**config.mk**
```make
export PLATFORM = sky130hd
export DESIGN_NAME = ahb_mst_if_mc
export DESIGN_NICKNAME = d
export VERILOG_FILES = /design/src/rtl/ahb_mst_if_mc.sv
export SDC_FILE = /design/constraint.sdc
export NUM_CORES = 1
export LEC_CHECK = 0
export CORE_UTILIZATION = 40
export CTS_CLUSTER_DIAMETER = 120
export CTS_CLUSTER_SIZE = 40
export DETAILED_ROUTE_END_ITERATION = 10
export GPL_TIMING_DRIVEN = 0
export MAX_ROUTING_LAYER = met4
export PLACE_DENSITY = 0.67
export SETUP_SLACK_MARGIN = 0.05
export SKIP_CTS_REPAIR_TIMING = 1
export SYNTH_ARGS = -nofsm -noshare
export SYNTH_HDL_FRONTEND = slang
export SYNTH_SLANG_ARGS = --single-unit
export TNS_END_PERCENT = 50
```
**constraint.sdc**
```tcl
create_clock -name CLK -period 3.2 [get_ports CLK]
set_input_delay 0.64 -clock CLK [delete_from_list [all_inputs] [get_ports CLK]]
set_output_delay 0.64 -clock CLK [all_outputs]
set_load 0.005 [all_outputs]
```
**src/rtl/ahb_mst_if_mc.sv**
```systemverilog
// Multi-channel command front end for the AHB DMA master: latches one command per
// channel, arbitrates round-robin and runs each command as single-outstanding beats.
module ahb_mst_if_mc #(
  parameter int NCH       = 2,
  parameter int DW        = 32,
  parameter int AW        = 32,
  parameter int LW        = 10,
  parameter int MAX_RETRY = 4
) (
  input  logic               CLK,
  input  logic               RST_N,
  input  logic [NCH-1:0]     Start,
  output logic [NCH-1:0]     CmdRdy,
  input  logic [NCH-1:0]     WR,
  input  logic [3*NCH-1:0]   WRSize,
  input  logic [AW*NCH-1:0]  WRAddr,
  input  logic [LW*NCH-1:0]  WRLen,
  input  logic [NCH-1:0]     WRBurst,
  output logic [NCH-1:0]     ReadEn,
  input  logic [DW*NCH-1:0]  Din,
  output logic [NCH-1:0]     DoutVld,
  output logic [DW-1:0]      Dout,
  output logic [NCH-1:0]     Done,
  output logic [NCH-1:0]     Err,
  output logic               Request,
  output logic [AW-1:0]      Addr,
  output logic [2:0]         Size,
  output logic               Write,
  output logic               Burst,
  output logic               Busy,
  output logic [DW-1:0]      DataIn,
  input  logic [DW-1:0]      DataOut,
  input  logic               Grant,
  input  logic               Okay,
  input  logic               Retry
);

  localparam int         CW     = (NCH > 1) ? $clog2(NCH) : 1;
  localparam int         RW     = 4;
  localparam logic [2:0] MAX_SZ = 3'($clog2(DW / 8));

  typedef enum logic [2:0] {S_IDLE, S_ARB, S_ADDR, S_DATA, S_FIN} state_t;

  state_t          state_q;
  logic [NCH-1:0]  pend_q;
  logic [NCH-1:0]  rdy_q;
  logic [NCH-1:0]  done_q;
  logic [NCH-1:0]  err_q;
  logic [NCH-1:0]  wr_q;
  logic [NCH-1:0]  burst_q;
  logic [2:0]      size_q [NCH];
  logic [AW-1:0]   addr_q [NCH];
  logic [LW-1:0]   len_q  [NCH];
  logic [CW-1:0]   rr_q;
  logic [CW-1:0]   sel_q;
  logic [AW-1:0]   cur_addr_q;
  logic [2:0]      cur_size_q;
  logic            cur_wr_q;
  logic            cur_burst_q;
  logic [LW-1:0]   rem_q;
  logic [RW-1:0]   retry_q;
  logic            rd_pend_q;
  logic [DW-1:0]   data_q;

  logic [CW-1:0]   arb_sel_s;
  logic [CW-1:0]   cand_s;
  logic            found_s;
  logic [CW-1:0]   sel_nxt_s;
  logic            last_beat_s;
  logic            retry_abort_s;

  // Round-robin search: first pending channel at or after the pointer.
  always_comb begin
    arb_sel_s = rr_q;
    cand_s    = rr_q;
    found_s   = 1'b0;
    for (int i = 0; i < NCH; i++) begin
      cand_s = CW'((int'(rr_q) + i) % NCH);
      if (!found_s && pend_q[cand_s]) begin
        arb_sel_s = cand_s;
        found_s   = 1'b1;
      end else begin
        found_s   = found_s;
      end
    end
  end

  assign sel_nxt_s     = (sel_q == CW'(NCH - 1)) ? '0 : sel_q + CW'(1);
  assign last_beat_s   = (rem_q == LW'(1));
  assign retry_abort_s = ((retry_q + RW'(1)) == RW'(MAX_RETRY));

  // Write-data pops are issued in ARB and on every non-final accepted write beat.
  always_comb begin
    ReadEn = '0;
    if (state_q == S_ARB && wr_q[arb_sel_s]) begin
      ReadEn[arb_sel_s] = 1'b1;
    end else if (state_q == S_DATA && Okay && !last_beat_s && cur_wr_q) begin
      ReadEn[sel_q] = 1'b1;
    end else begin
      ReadEn = '0;
    end
  end

  // Read beats are forwarded with zero latency.
  always_comb begin
    DoutVld = '0;
    if (state_q == S_DATA && Okay && !cur_wr_q) begin
      DoutVld[sel_q] = 1'b1;
    end else begin
      DoutVld = '0;
    end
  end

  assign Dout    = DataOut;
  assign Request = (state_q == S_ADDR);
  assign DataIn  = (state_q == S_ADDR || state_q == S_DATA) ? data_q : '0;
  assign Busy    = 1'b0;
  assign CmdRdy  = rdy_q;
  assign Done    = done_q;
  assign Err     = err_q;
  assign Addr    = cur_addr_q;
  assign Size    = cur_size_q;
  assign Write   = cur_wr_q;
  assign Burst   = cur_burst_q;

  // Command latch, write-data capture and beat sequencing FSM.
  always_ff @(posedge CLK or negedge RST_N) begin
    if (!RST_N) begin
      state_q     <= S_IDLE;
      pend_q      <= '0;
      rdy_q       <= '1;
      done_q      <= '0;
      err_q       <= '0;
      wr_q        <= '0;
      burst_q     <= '0;
      for (int c = 0; c < NCH; c++) begin
        size_q[c] <= '0;
        addr_q[c] <= '0;
        len_q[c]  <= '0;
      end
      rr_q        <= '0;
      sel_q       <= '0;
      cur_addr_q  <= '0;
      cur_size_q  <= '0;
      cur_wr_q    <= 1'b0;
      cur_burst_q <= 1'b0;
      rem_q       <= '0;
      retry_q     <= '0;
      rd_pend_q   <= 1'b0;
      data_q      <= '0;
    end else begin
      done_q    <= '0;
      err_q     <= '0;
      rd_pend_q <= |ReadEn;
      if (rd_pend_q) begin
        data_q <= Din[sel_q*DW +: DW];
      end else begin
        data_q <= data_q;
      end

      // Bad size and empty commands are answered at latch time and never queued.
      for (int c = 0; c < NCH; c++) begin
        if (Start[c] && rdy_q[c]) begin
          if (WRSize[c*3 +: 3] > MAX_SZ) begin
            err_q[c] <= 1'b1;
          end else if (WRLen[c*LW +: LW] == '0) begin
            done_q[c] <= 1'b1;
          end else begin
            pend_q[c]  <= 1'b1;
            rdy_q[c]   <= 1'b0;
            wr_q[c]    <= WR[c];
            burst_q[c] <= WRBurst[c];
            size_q[c]  <= WRSize[c*3 +: 3];
            addr_q[c]  <= WRAddr[c*AW +: AW];
            len_q[c]   <= WRLen[c*LW +: LW];
          end
        end else begin
          pend_q[c] <= pend_q[c];
        end
      end

      case (state_q)
        S_IDLE: begin
          if (|pend_q) state_q <= S_ARB;
          else         state_q <= S_IDLE;
        end
        S_ARB: begin
          sel_q       <= arb_sel_s;
          cur_addr_q  <= addr_q[arb_sel_s];
          cur_size_q  <= size_q[arb_sel_s];
          cur_wr_q    <= wr_q[arb_sel_s];
          cur_burst_q <= burst_q[arb_sel_s];
          rem_q       <= len_q[arb_sel_s];
          retry_q     <= '0;
          state_q     <= S_ADDR;
        end
        S_ADDR: begin
          if (Grant) state_q <= S_DATA;
          else       state_q <= S_ADDR;
        end
        S_DATA: begin
          if (Okay) begin
            retry_q <= '0;
            if (last_beat_s) begin
              state_q <= S_FIN;
            end else begin
              rem_q <= rem_q - LW'(1);
              if (cur_burst_q) cur_addr_q <= cur_addr_q + (AW'(1) << cur_size_q);
              else             cur_addr_q <= cur_addr_q;
              state_q <= S_ADDR;
            end
          end else if (Retry) begin
            if (retry_abort_s) begin
              err_q[sel_q]  <= 1'b1;
              rdy_q[sel_q]  <= 1'b1;
              pend_q[sel_q] <= 1'b0;
              rr_q          <= sel_nxt_s;
              state_q       <= S_IDLE;
            end else begin
              retry_q <= retry_q + RW'(1);
              state_q <= S_ADDR;
            end
          end else begin
            state_q <= S_DATA;
          end
        end
        S_FIN: begin
          done_q[sel_q] <= 1'b1;
          rdy_q[sel_q]  <= 1'b1;
          pend_q[sel_q] <= 1'b0;
          rr_q          <= sel_nxt_s;
          state_q       <= S_IDLE;
        end
        default: state_q <= S_IDLE;
      endcase
    end
  end

endmodule
```
==> impl_metrics.json, run 1 <==
{
  "fin_crit_sh": 0.9460,
  "avgSynthCellArea_um2": 10.47,
  "ir_drop_mv": 0.4710,
  "die_area_um2": 25420,
  "drt_iter0_markers": 597,
  "num_vias": 8366,
  "synth_edf_count": 0,
  "synth_area_um2": 9916,
  "hold_path.class": "input port to async pin",
  "grt_pass1_wl_mm": 46.98,
  "grt_max_degree": 100,
  "crit_fanout": 9,
  "place.gp.congestion": 0.9140,
  "worst_setup_path_end_kind": "register",
  "yosysSeqAreaShare": 0.4823,
  "ioPinCount": 310,
  "ff2ff_path_depth": 10,
  "yosysWarnings": 0,
  "endpoint": "Addr[21]",
  "r2r-start": "Size[1]",
  "fmax_mhz": 330.3,
  "busiest_layer": "met2",
  "power.leakage_nw": 5.952,
  "totalWireLength_mm": 30.03,
  "syn_nets": 1157,
  "clk_latency_ns": 0.45,
  "synth_ff_type": "dfrtp_1",
  "post-route-util": 0.5699,
  "dieHeight_um": 159.4,
  "arrival_ns": 3.36,
  "place_hpwl_mm": 22.82,
  "path_class": "register to register",
  "cts_max_level": 4,
  "max_slew.worst_pin.slew_ns": 0.8391,
  "fp.coreArea_um2": 24320,
  "nets": 1457,
  "fin_tns_setup_ns": 0,
  "fin_ws_ns": 0.1728,
  "synth.ff_latch_count": 191,
  "cts_buffers": 17,
  "diodes": 0,
  "crit_start": "Size[1]",
  "total_power_mw": 9.309,
  "synth_cell_types": 76,
  "port_buffers": 276,
  "first_pass_iters": 5,
  "finalSetupViolCount": 0,
  "die_w_um": 159.4,
  "dp_slack_ns": -0.5374,
  "cts_root_buffer": "clkbuf_16",
  "path_clk_slew_ns": 0.08,
  "run_status": "finished, final reports clean",
  "clockBufferDepth": 2,
  "clock-sinks": 191,
  "drc_errors": 0,
  "grt_use_met2": 0.4125,
  "worstPathRequired_ns": 3.53,
  "drt-wirelength-per-cell_um": 18.96,
  "finClkSkew_ns": 0.01474,
  "async_flop_share": 1.000,
  "startpoint_type": "register",
  "rows": 57,
  "ant_nets": 0,
  "drv_cap": 0,
  "hold_viol_final": 0,
  "area_growth_pct": 39.79,
  "maxSlewViolCount": 0,
  "regToRegSetupSlack_ns": 0.17,
  "postSynthCellCount": 947,
  "cts_tree": "done",
  "initial_core_util": 0.4077,
  "met3_usage": 0.07033,
  "period_minus_slack_ns": 3.027,
  "maxSlewHeadroom": 0.4406,
  "rsz0062_at_grt": "true",
  "grt_antenna_before_repair": 0,
  "grt_pass1_vias": 8619,
  "r2r-end": "Addr[21]",
  "grtUsageMet1": 0.2881,
  "drive_above_1_share": 0.1730,
  "via_per_inst": 5.282,
  "grt_overflow": 0,
  "grt_usage": 0.2465,
  "p_per_area_nw_per_um2": 671.6
}
cell usage in the layout (no fill, tap or decap), drive strengths merged, types with 3 or more instances in the layout:
cell	instances
clkdlybuf4s50	271
dfrtp	189
mux2	93
nand2	83
a21oi	73
nor2	68
mux2i	65
buf	63
clkbuf	49
and2	36
o21ai	31
nand3	26
nor3	14
o22ai	13
a211oi	13
inv	13
ha	12
a21o	11
nor2b	11
nand2b	7
nor4	7
a31oi	6
o32a	6
nand4	6
clkinv	5
and3	5
o21a	4
a22o	4
xnor2	4
a311oi	4
o31ai	4
xor2	4
dlymetal6s2s	4
o311ai	4
or3	4
and3b	3
o211ai	3
or2	3
nor3b	3
through the flow:
stage               area (µm²)  instances  hold slack, ns
finish                   13860       1584          0.2269
global route             13860       1584          0.2953
CTS                      13730       1580          0.2775
detailed placement       13120       1548          0.4640
global placement         13080       1547          0.4570
floorplan                 9916        947          0.3444
worst max-delay path: stages (launching register included):
cell	delay [ns]
dfrtp_1	0.39
clkbuf_1	0.23
and3b_1	0.25
ha_1	0.37
a21o_1	0.14
a21oi_1	0.10
a21o_1	0.31
and2_0	0.20
clkbuf_1	0.19
or3_1	0.42
o311a_1	0.30
layout make-up:
cell class | instances | area, µm²
Inverter | 7 | 26.28
Multi-Input combinational cell | 661 | 4681
Timing Repair Buffer | 282 | 2843
Fill cell | 2171 | 10460
Clock inverter | 14 | 171.4
Sequential cell | 191 | 4786
Clock buffer | 18 | 439.2
Buffer | 87 | 509.2
Tap cell | 324 | 405.4
sequential cells by signal, indices dropped and copies added (netlist names), 4 cells and up:
register,count
Addr,32
addr_q,64
data_q,32
len_q,20
rem_q,10
retry_q,4
size_q,6
logic make-up (layout without fill, tap and decap cells):
logic type	Yosys count	in the layout	share of synthesized area
and+or+nand+nor	281	281	0.1388
AOI/OAI and AO/OA	199	199	0.1310
DFF	191	191	0.4823
muxes	158	158	0.1712
buffers and inverters	95	408	0.05110
adders and majority gates	14	14	0.01817
xor gates and xnor gates	8	8	0.007066
other	1	1	0.0003782
synth_stat cells (3+ instances only):
library cell,instances,share of area
and2_1,34,0.021
dfrtp_1,189,0.48
o311ai_0,3,0.0027
ha_1,12,0.015
a311oi_1,4,0.0035
nor2b_1,11,0.0069
a22o_1,4,0.0035
a211oi_1,12,0.0091
buf_2,12,0.0061
nand4_1,6,0.0038
nand2_1,82,0.031
nand3_1,26,0.013
nor4_1,7,0.0044
xor2_1,4,0.0035
a31oi_1,6,0.0038
o32a_1,6,0.0061
xnor2_1,4,0.0035
clkbuf_1,31,0.012
o22ai_1,13,0.0082
inv_1,7,0.0027
nand2b_1,7,0.0044
buf_1,10,0.0038
o21a_1,4,0.0030
and3b_1,3,0.0027
o31ai_1,4,0.0030
o21ai_0,30,0.015
o211ai_1,3,0.0023
or3_1,3,0.0019
a21oi_1,72,0.036
mux2_2,93,0.11
nor2_1,68,0.026
nor3_1,14,0.0071
mux2i_1,65,0.066
a21o_1,10,0.0076
buf_4,34,0.026
and3_1,4,0.0025
nor3b_1,3,0.0023
power by group:
group,total [mW],switching [mW],internal [mW]
clock network,2.22,1.02,1.20
logic,3.57,1.64,1.93
registers,3.52,0.455,3.07
metal layers:
layer	vias to the layer above	wire (µm)	share of wire
li1	3974	-	-
met1	4029	12240	0.41
met2	318	14940	0.50
met3	45	2321	0.077
met4	0	527	0.018
met5	-	0	0
how the worst min path moves through the flow:
stage | end | slack, ns | cells after the start
2_1_floorplan | Addr[0] | 0.34 | 0
3_3_place_gp | len_q[10] | 0.46 | 2
3_5_place_dp | len_q[15] | 0.46 | 2
4_1_cts | addr_q[53] | 0.28 | 1
5_1_grt | addr_q[53] | 0.30 | 1
6_report | addr_q[53] | 0.23 | 1
(Power assumes the default switching activity.)
==> inputs of run 2 (changes only) <==
Settings changed: GPL_TIMING_DRIVEN 0 to 1.
==> impl_metrics.json, run 2 (synthesis gave the netlist of run 1 again) <==
{
  "clk_latency_ns": 0.44,
  "grt_max_degree": 71,
  "startpoint_type": "register",
  "fp.coreArea_um2": 24320,
  "total_power_mw": 9.140,
  "fin_tns_setup_ns": 0,
  "grt_overflow": 0,
  "num_vias": 7947,
  "regMostFlops": "addr_q",
  "area_growth_pct": 32.83,
  "worst_setup_path_end_kind": "output port",
  "worstPathRequired_ns": 2.56,
  "nets": 1358,
  "via_per_inst": 5.352,
  "grt_pass1_vias": 7959,
  "period_minus_slack_ns": 3.128,
  "final_cell_mix": "clkdlybuf4s50_1 (242), dfrtp_1 (187), mux2_2 (93)",
  "die_w_um": 159.4,
  "clock-sinks": 191,
  "largest_reg_flops": 64,
  "drv_cap": 0,
  "dp_slack_ns": 0.2424,
  "hold_viol_final": 0,
  "run_status": "finished, final reports clean",
  "place.gp.congestion": 0.8709,
  "first_pass_iters": 8,
  "finalSetupViolCount": 0,
  "final_common_cell": "clkdlybuf4s50_1",
  "drt_iter0_markers": 501,
  "drive_above_1_share": 0.1542,
  "grt_antenna_before_repair": 0,
  "crit_fanout": 5,
  "cts_root_buffer": "clkbuf_16",
  "p_per_area_nw_per_um2": 693.9,
  "initial_core_util": 0.4077,
  "post-route-util": 0.5416,
  "dieHeight_um": 159.4,
  "fin_ws_ns": 0.07179,
  "ir_drop_mv": 0.3499,
  "diodes": 0,
  "cts_max_level": 4,
  "drt-wirelength-per-cell_um": 18.56,
  "grt_pass1_wl_mm": 43.64,
  "power.leakage_nw": 5.561,
  "fin_crit_sh": 0.9776,
  "totalWireLength_mm": 27.56,
  "arrival_ns": 2.49,
  "ant_nets": 0,
  "rows": 57,
  "fillCellCount": 2129,
  "ioPinCount": 310,
  "rsz0062_at_grt": "true",
  "max_slew.worst_pin.slew_ns": 1.001,
  "hold_path.class": "input port to async pin",
  "path_clk_slew_ns": 0.08,
  "fin_hold_ws_ns": 0.2155,
  "drc_errors": 0,
  "clockBufferDepth": 2,
  "cts_buffers": 17,
  "fmax_mhz": 319.7,
  "port_buffers": 244,
  "r2r-start": "Size[1]",
  "maxSlewViolCount": 0,
  "maxSlewHeadroom": 0.3326,
  "finClkSkew_ns": 0.008006,
  "path_class": "register to output port",
  "cts_tree": "done",
  "die_area_um2": 25420,
  "place_hpwl_mm": 20.37,
  "grt_usage": 0.2262,
  "crit_start": "rem_q[2]"
}
run 2: cell count changes in the layout (fill, tap and decap cells not counted), moves of 4 or more:
cell,previous run,this run
clkdlybuf4s50_1,271,242
clkinv_4,5,1
clkbuf_1,25,0
buf_1,7,0
buf_2,11,0
buf_4,40,21
buf_12,0,5
run 2: final cells by class:
class | instances | area [µm²] | share of cell area
multi-input cells | 661 | 4651 | 0.3531
flip-flops and latches | 191 | 4785 | 0.3633
clock buffers | 17 | 425.4 | 0.03230
well taps | 324 | 405.4 | 0.03078
clock inverters | 15 | 172.7 | 0.01311
repair buffers | 270 | 2706 | 0.2055
inverters | 7 | 26.28 | 0.001995
run 2: layer usage:
metal	wire length, µm	global-route usage	vias up	part of all wire
met2	13540	0.3812	299	0.49
met3	1860	0.05626	36	0.067
met4	642	0.07343	0	0.023
met1	11510	0.2640	3836	0.42
met5	0	-	-	0
li1	-	-	3776	-
run 2: through the flow:
stage | cells | instance area, µm²
after floorplan | 947 | 9916
after global placement | 1450 | 12540
after detailed placement | 1450 | 12540
after CTS | 1482 | 13140
after global routing | 1485 | 13170
final | 1485 | 13170
run 2: worst max-delay path, cell delays in order, from the launching register on:
cell and delay [ns]:
dfrtp_1 0.43, or4_4 0.55, or3_4 0.38, nand4_1 0.15
o22ai_1 0.09, clkdlybuf4s50_1 0.46
run 2: final timing paths:
| path | end | depth (start not counted) | slack (ns) |
|---|---|---|---|
| worst max-delay path | ReadEn[0] | 5 | 0.07 |
| worst min-delay path | addr_q[50] | 1 | 0.22 |
| worst max register to register | Addr[30] | 8 | 0.33 |
| worst min register to register | len_q[15] | 2 | 0.48 |
| max in group asynchronous | CmdRdy[0] | 2 | 2.18 |
| min in group CLK | len_q[15] | 2 | 0.48 |
run 2: where the power goes:
part	switching, mW	leakage (nW)	internal (mW)
sequential	0.503	2.33	3.07
combinational	1.53	2.95	1.88
clock	1.05	0.280	1.12
==> inputs of run 3 (changes only) <==
Settings changed: ABC_AREA set to 1, CORE_MARGIN set to 2, CTS_BUF_LIST set to sky130_fd_sc_hd__clkbuf_4.
==> impl_metrics.json, run 3 <==
{
  "yosysWarnings": 0,
  "place_hpwl_mm": 22.90,
  "tool.error": "[ERROR DRT-0255] Maze Route cannot find path of net DataOut[8] in worker of routeBox ( 144900 96600 ) ( 165310 144900 ).",
  "port_buffers": 244,
  "synth_edf_count": 0,
  "cts_max_level": 4,
  "grt_max_degree": 76,
  "synth.ff_latch_count": 191,
  "initial_core_util": 0.4029,
  "clock-sinks": 191,
  "grt_overflow": 0,
  "ioPinCount": 310,
  "grt_pass1_wl_mm": 48.63,
  "rows": 59,
  "syn_nets": 1621,
  "postSynthCellCount": 1411,
  "cts_root_buffer": "clkbuf_4",
  "run_status": "did not finish",
  "synth_ff_type": "dfrtp_1",
  "cts_buffers": 17,
  "synth_area_leaders": "dfrtp_1 (45%), nand2_1 (16%), nor2_1 (6.5%)",
  "synth_area_um2": 10410,
  "ys_top_cells_by_count": "nand2_1 (430), dfrtp_1 (189), nor2_1 (180)",
  "synth_top_cell_area_share": 0.4544,
  "synth_most_common_cell": "nand2_1",
  "grt_pass1_vias": 9214,
  "dieHeight_um": 165.3,
  "dp_cells": 1915,
  "clockBufferDepth": 2,
  "async_flop_share": 1.000,
  "avgSynthCellArea_um2": 7.377,
  "die_w_um": 165.3,
  "grt_antenna_before_repair": 1,
  "worstEndpointType": "output port",
  "place.gp.congestion": 0.9102,
  "grt_usage": 0.2364,
  "synth_cell_types": 49,
  "dp_slack_ns": 0.3167,
  "synth_top_cell_by_area": "dfrtp_1",
  "stop_stage": "detailed routing",
  "yosysSeqAreaShare": 0.4594,
  "crit_endpoint": "ReadEn[0]"
}
==> run 3: stage by stage <==
stage | hold slack, ns | setup TNS, ns | instance area (µm²) | utilization
after detailed placement | 0.4544 | 0 | 12930 | 0.5003
after CTS | 0.02752 | -0.1452 | 13220 | 0.5118
after global placement | 0.4497 | 0 | 12930 | 0.5003
after floorplan | 0.3444 | 0 | 10410 | -
after global routing | 0.02831 | -0.03784 | 13270 | 0.5138
==> run 3: cells by family after synthesis <==
kind of cell | synth area share
compound gates | 0.1298
xor+xnor | 0.006732
fa+ha+maj | 0.01635
buf+inv | 0.1052
flops | 0.4594
mux | 0.0009617
other cells | 0.0003603
simple gates | 0.2812
==> run 3: layer usage <==
| layer | track usage |
|---|---|
| met5 | - |
| met4 | 0.08386 |
| met3 | 0.03871 |
| met2 | 0.3623 |
| met1 | 0.3190 |
==> inputs of run 4 (changes only) <==
Settings changed: CORE_UTILIZATION 40 to 25, CTS_BUF_LIST sky130_fd_sc_hd__clkbuf_4 to not set, CTS_CLUSTER_DIAMETER 120 to not set, CTS_CLUSTER_SIZE 40 to not set, MAX_ROUTING_LAYER met4 to not set, PLACE_DENSITY 0.67 to not set, PLACE_DENSITY_LB_ADDON set to 0.15, SETUP_SLACK_MARGIN 0.05 to not set.
==> impl_metrics.json, run 4 <==
{
  "run_status": "finished, final reports clean",
  "ant_nets": 0,
  "rsz0062_at_grt": "false",
  "grt_overflow": 0,
  "place.gp.congestion": 0.8263,
  "arrival_ns": 2.37,
  "cts_root_buffer": "clkbuf_16",
  "dpl_cell_area_um2": 13250,
  "regMostFlops": "addr_q",
  "syn_nets": 1621,
  "synth_ff_type": "dfrtp_1",
  "area_growth_pct": 32.86,
  "grt_max_degree": 64,
  "clock-sinks": 191,
  "finalSetupViolCount": 0,
  "ys_top_cells_by_count": "nand2_1 (430), dfrtp_1 (189), nor2_1 (180)",
  "cts_buffers": 17,
  "fin_hold_ws_ns": 0.1615,
  "initial_core_util": 0.2543,
  "ioPinCount": 310,
  "max_slew.worst_pin.slew_ns": 0.7410,
  "num_vias": 9633,
  "fin_ws_ns": 0.1923,
  "clockBufferDepth": 2,
  "synth_edf_count": 0,
  "final_common_cell": "nand2_1",
  "maxSlewViolCount": 0,
  "ff2ff_path_depth": 14,
  "synth_most_common_cell": "nand2_1",
  "first_pass_iters": 5,
  "synth.ff_latch_count": 191,
  "ir_drop_mv": 0.3020,
  "grt_antenna_before_repair": 2,
  "crit_fanout": 19,
  "layout.cells.non_filler": 2153,
  "fp.coreArea_um2": 40920,
  "maxSlewHeadroom": 0.5060,
  "cts_tree": "done",
  "via_per_inst": 4.474,
  "path_class": "register to output port",
  "dp_slack_ns": 0.3706,
  "path_clk_slew_ns": 0.08,
  "startpoint_type": "register",
  "power.leakage_nw": 6.434,
  "worstPathRequired_ns": 2.56,
  "dp_cells": 2119,
  "largest_reg_flops": 64,
  "final_cell_mix": "nand2_1 (430), clkdlybuf4s50_1 (243), dfrtp_1 (189)",
  "r2r-start": "Size[1]",
  "async_flop_share": 1.000,
  "synth_area_um2": 10410,
  "rows": 74,
  "clk_latency_ns": 0.46,
  "dieHeight_um": 208.0,
  "nets": 1816,
  "yosysSeqAreaShare": 0.4594,
  "fmax_mhz": 332.5,
  "drc_errors": 0,
  "design_area_um2": 13830,
  "drive_above_1_share": 0.05930,
  "grt_usage": 0.1715,
  "total_power_mw": 10.25,
  "fin_crit_sh": 0.9399,
  "yosysWarnings": 0,
  "drt_iter0_markers": 536,
  "synth_cell_types": 49,
  "fin_tns_setup_ns": 0,
  "regToRegSetupSlack_ns": 0.72,
  "avgSynthCellArea_um2": 7.377,
  "synth_top_cell_by_area": "dfrtp_1",
  "grt_pass1_vias": 9787,
  "multiInputGateArea_um2": 4563,
  "fillCellCount": 4396,
  "worst_setup_path_end_kind": "output port",
  "finClkSkew_ns": 0.01807,
  "hold_path.class": "input port to async pin",
  "cts_max_level": 4,
  "die_w_um": 208.0,
  "postSynthCellCount": 1411,
  "synth_area_leaders": "dfrtp_1 (45%), nand2_1 (16%), nor2_1 (6.5%)",
  "die_area_um2": 43280,
  "port_buffers": 244,
  "post-route-util": 0.3379,
  "synth_top_cell_area_share": 0.4544,
  "p_per_area_nw_per_um2": 741.5,
  "grt_pass1_wl_mm": 58.04,
  "drv_cap": 0,
  "period_minus_slack_ns": 3.008,
  "totalWireLength_mm": 36.68,
  "drt-wirelength-per-cell_um": 17.04,
  "r2r-end": "Addr[21]",
  "place_hpwl_mm": 27.26,
  "ff_latch_area_um2": 4782,
  "hold_viol_final": 0
}
[run 4: cell counts after synthesis]
No cell type changed its count.
[run 4: logic make-up (layout without fill, tap and decap cells)]
group / count (synthesis) / after routing / share of synthesized area
compound gates: 239 / 239 / 0.1298
xor+xnor: 8 / 8 / 0.006732
fa+ha+maj: 13 / 13 / 0.01635
buf+inv: 239 / 447 / 0.1052
flops: 191 / 191 / 0.4594
mux: 1 / 1 / 0.0009617
other cells: 1 / 3 / 0.0003603
simple gates: 719 / 719 / 0.2812
[run 4: critical path, stage by stage (launching register included)]
cell             delay, ns
dfrtp_1               0.42
o21ai_4               0.52
inv_2                 0.07
nor2_1                0.13
nand2_1               0.13
o21ai_0               0.11
clkdlybuf4s50_1       0.52
[run 4: report_power, final]
group	total, mW	leakage (nW)	switching [mW]	internal [mW]
Combinational	3.88	3.82	2.00	1.88
Clock	2.15	0.279	1.11	1.04
Sequential	4.22	2.34	0.778	3.44
[run 4: metal layers]
metal / up-vias / share of wire / wire length [µm] / GRT usage
li1: 4867 / - / - / -
met1: 4529 / 0.51 / 18540 / 0.2447
met2: 215 / 0.45 / 16390 / 0.2702
met3: 22 / 0.041 / 1487 / 0.03381
met4: 0 / 0.0074 / 272 / 0.03228
met5: - / 0 / 0 / 0
[run 4: worst max-delay path by stage]
stage	cells past startpoint	startpoint	slack (ns)	to
floorplan	14	Size[0]	1.26	Addr[31]
global placement	6	Okay	0.39	ReadEn[0]
detailed placement	6	Okay	0.37	ReadEn[1]
CTS	8	state_q[2]	0.02	ReadEn[1]
global route	6	pend_q[1]	0.02	ReadEn[0]
finish	6	pend_q[1]	0.19	ReadEn[0]
[run 4: final cells by class]
class | instances | share of cell area
Sequential cell | 191 | 0.3458
Multi-Input combinational cell | 981 | 0.3300
Timing Repair Buffer | 271 | 0.1952
Tap cell | 532 | 0.04813
Inverter | 144 | 0.03927
Clock buffer | 17 | 0.03076
Clock inverter | 15 | 0.01059
Antenna cell | 2 | 0.0003619
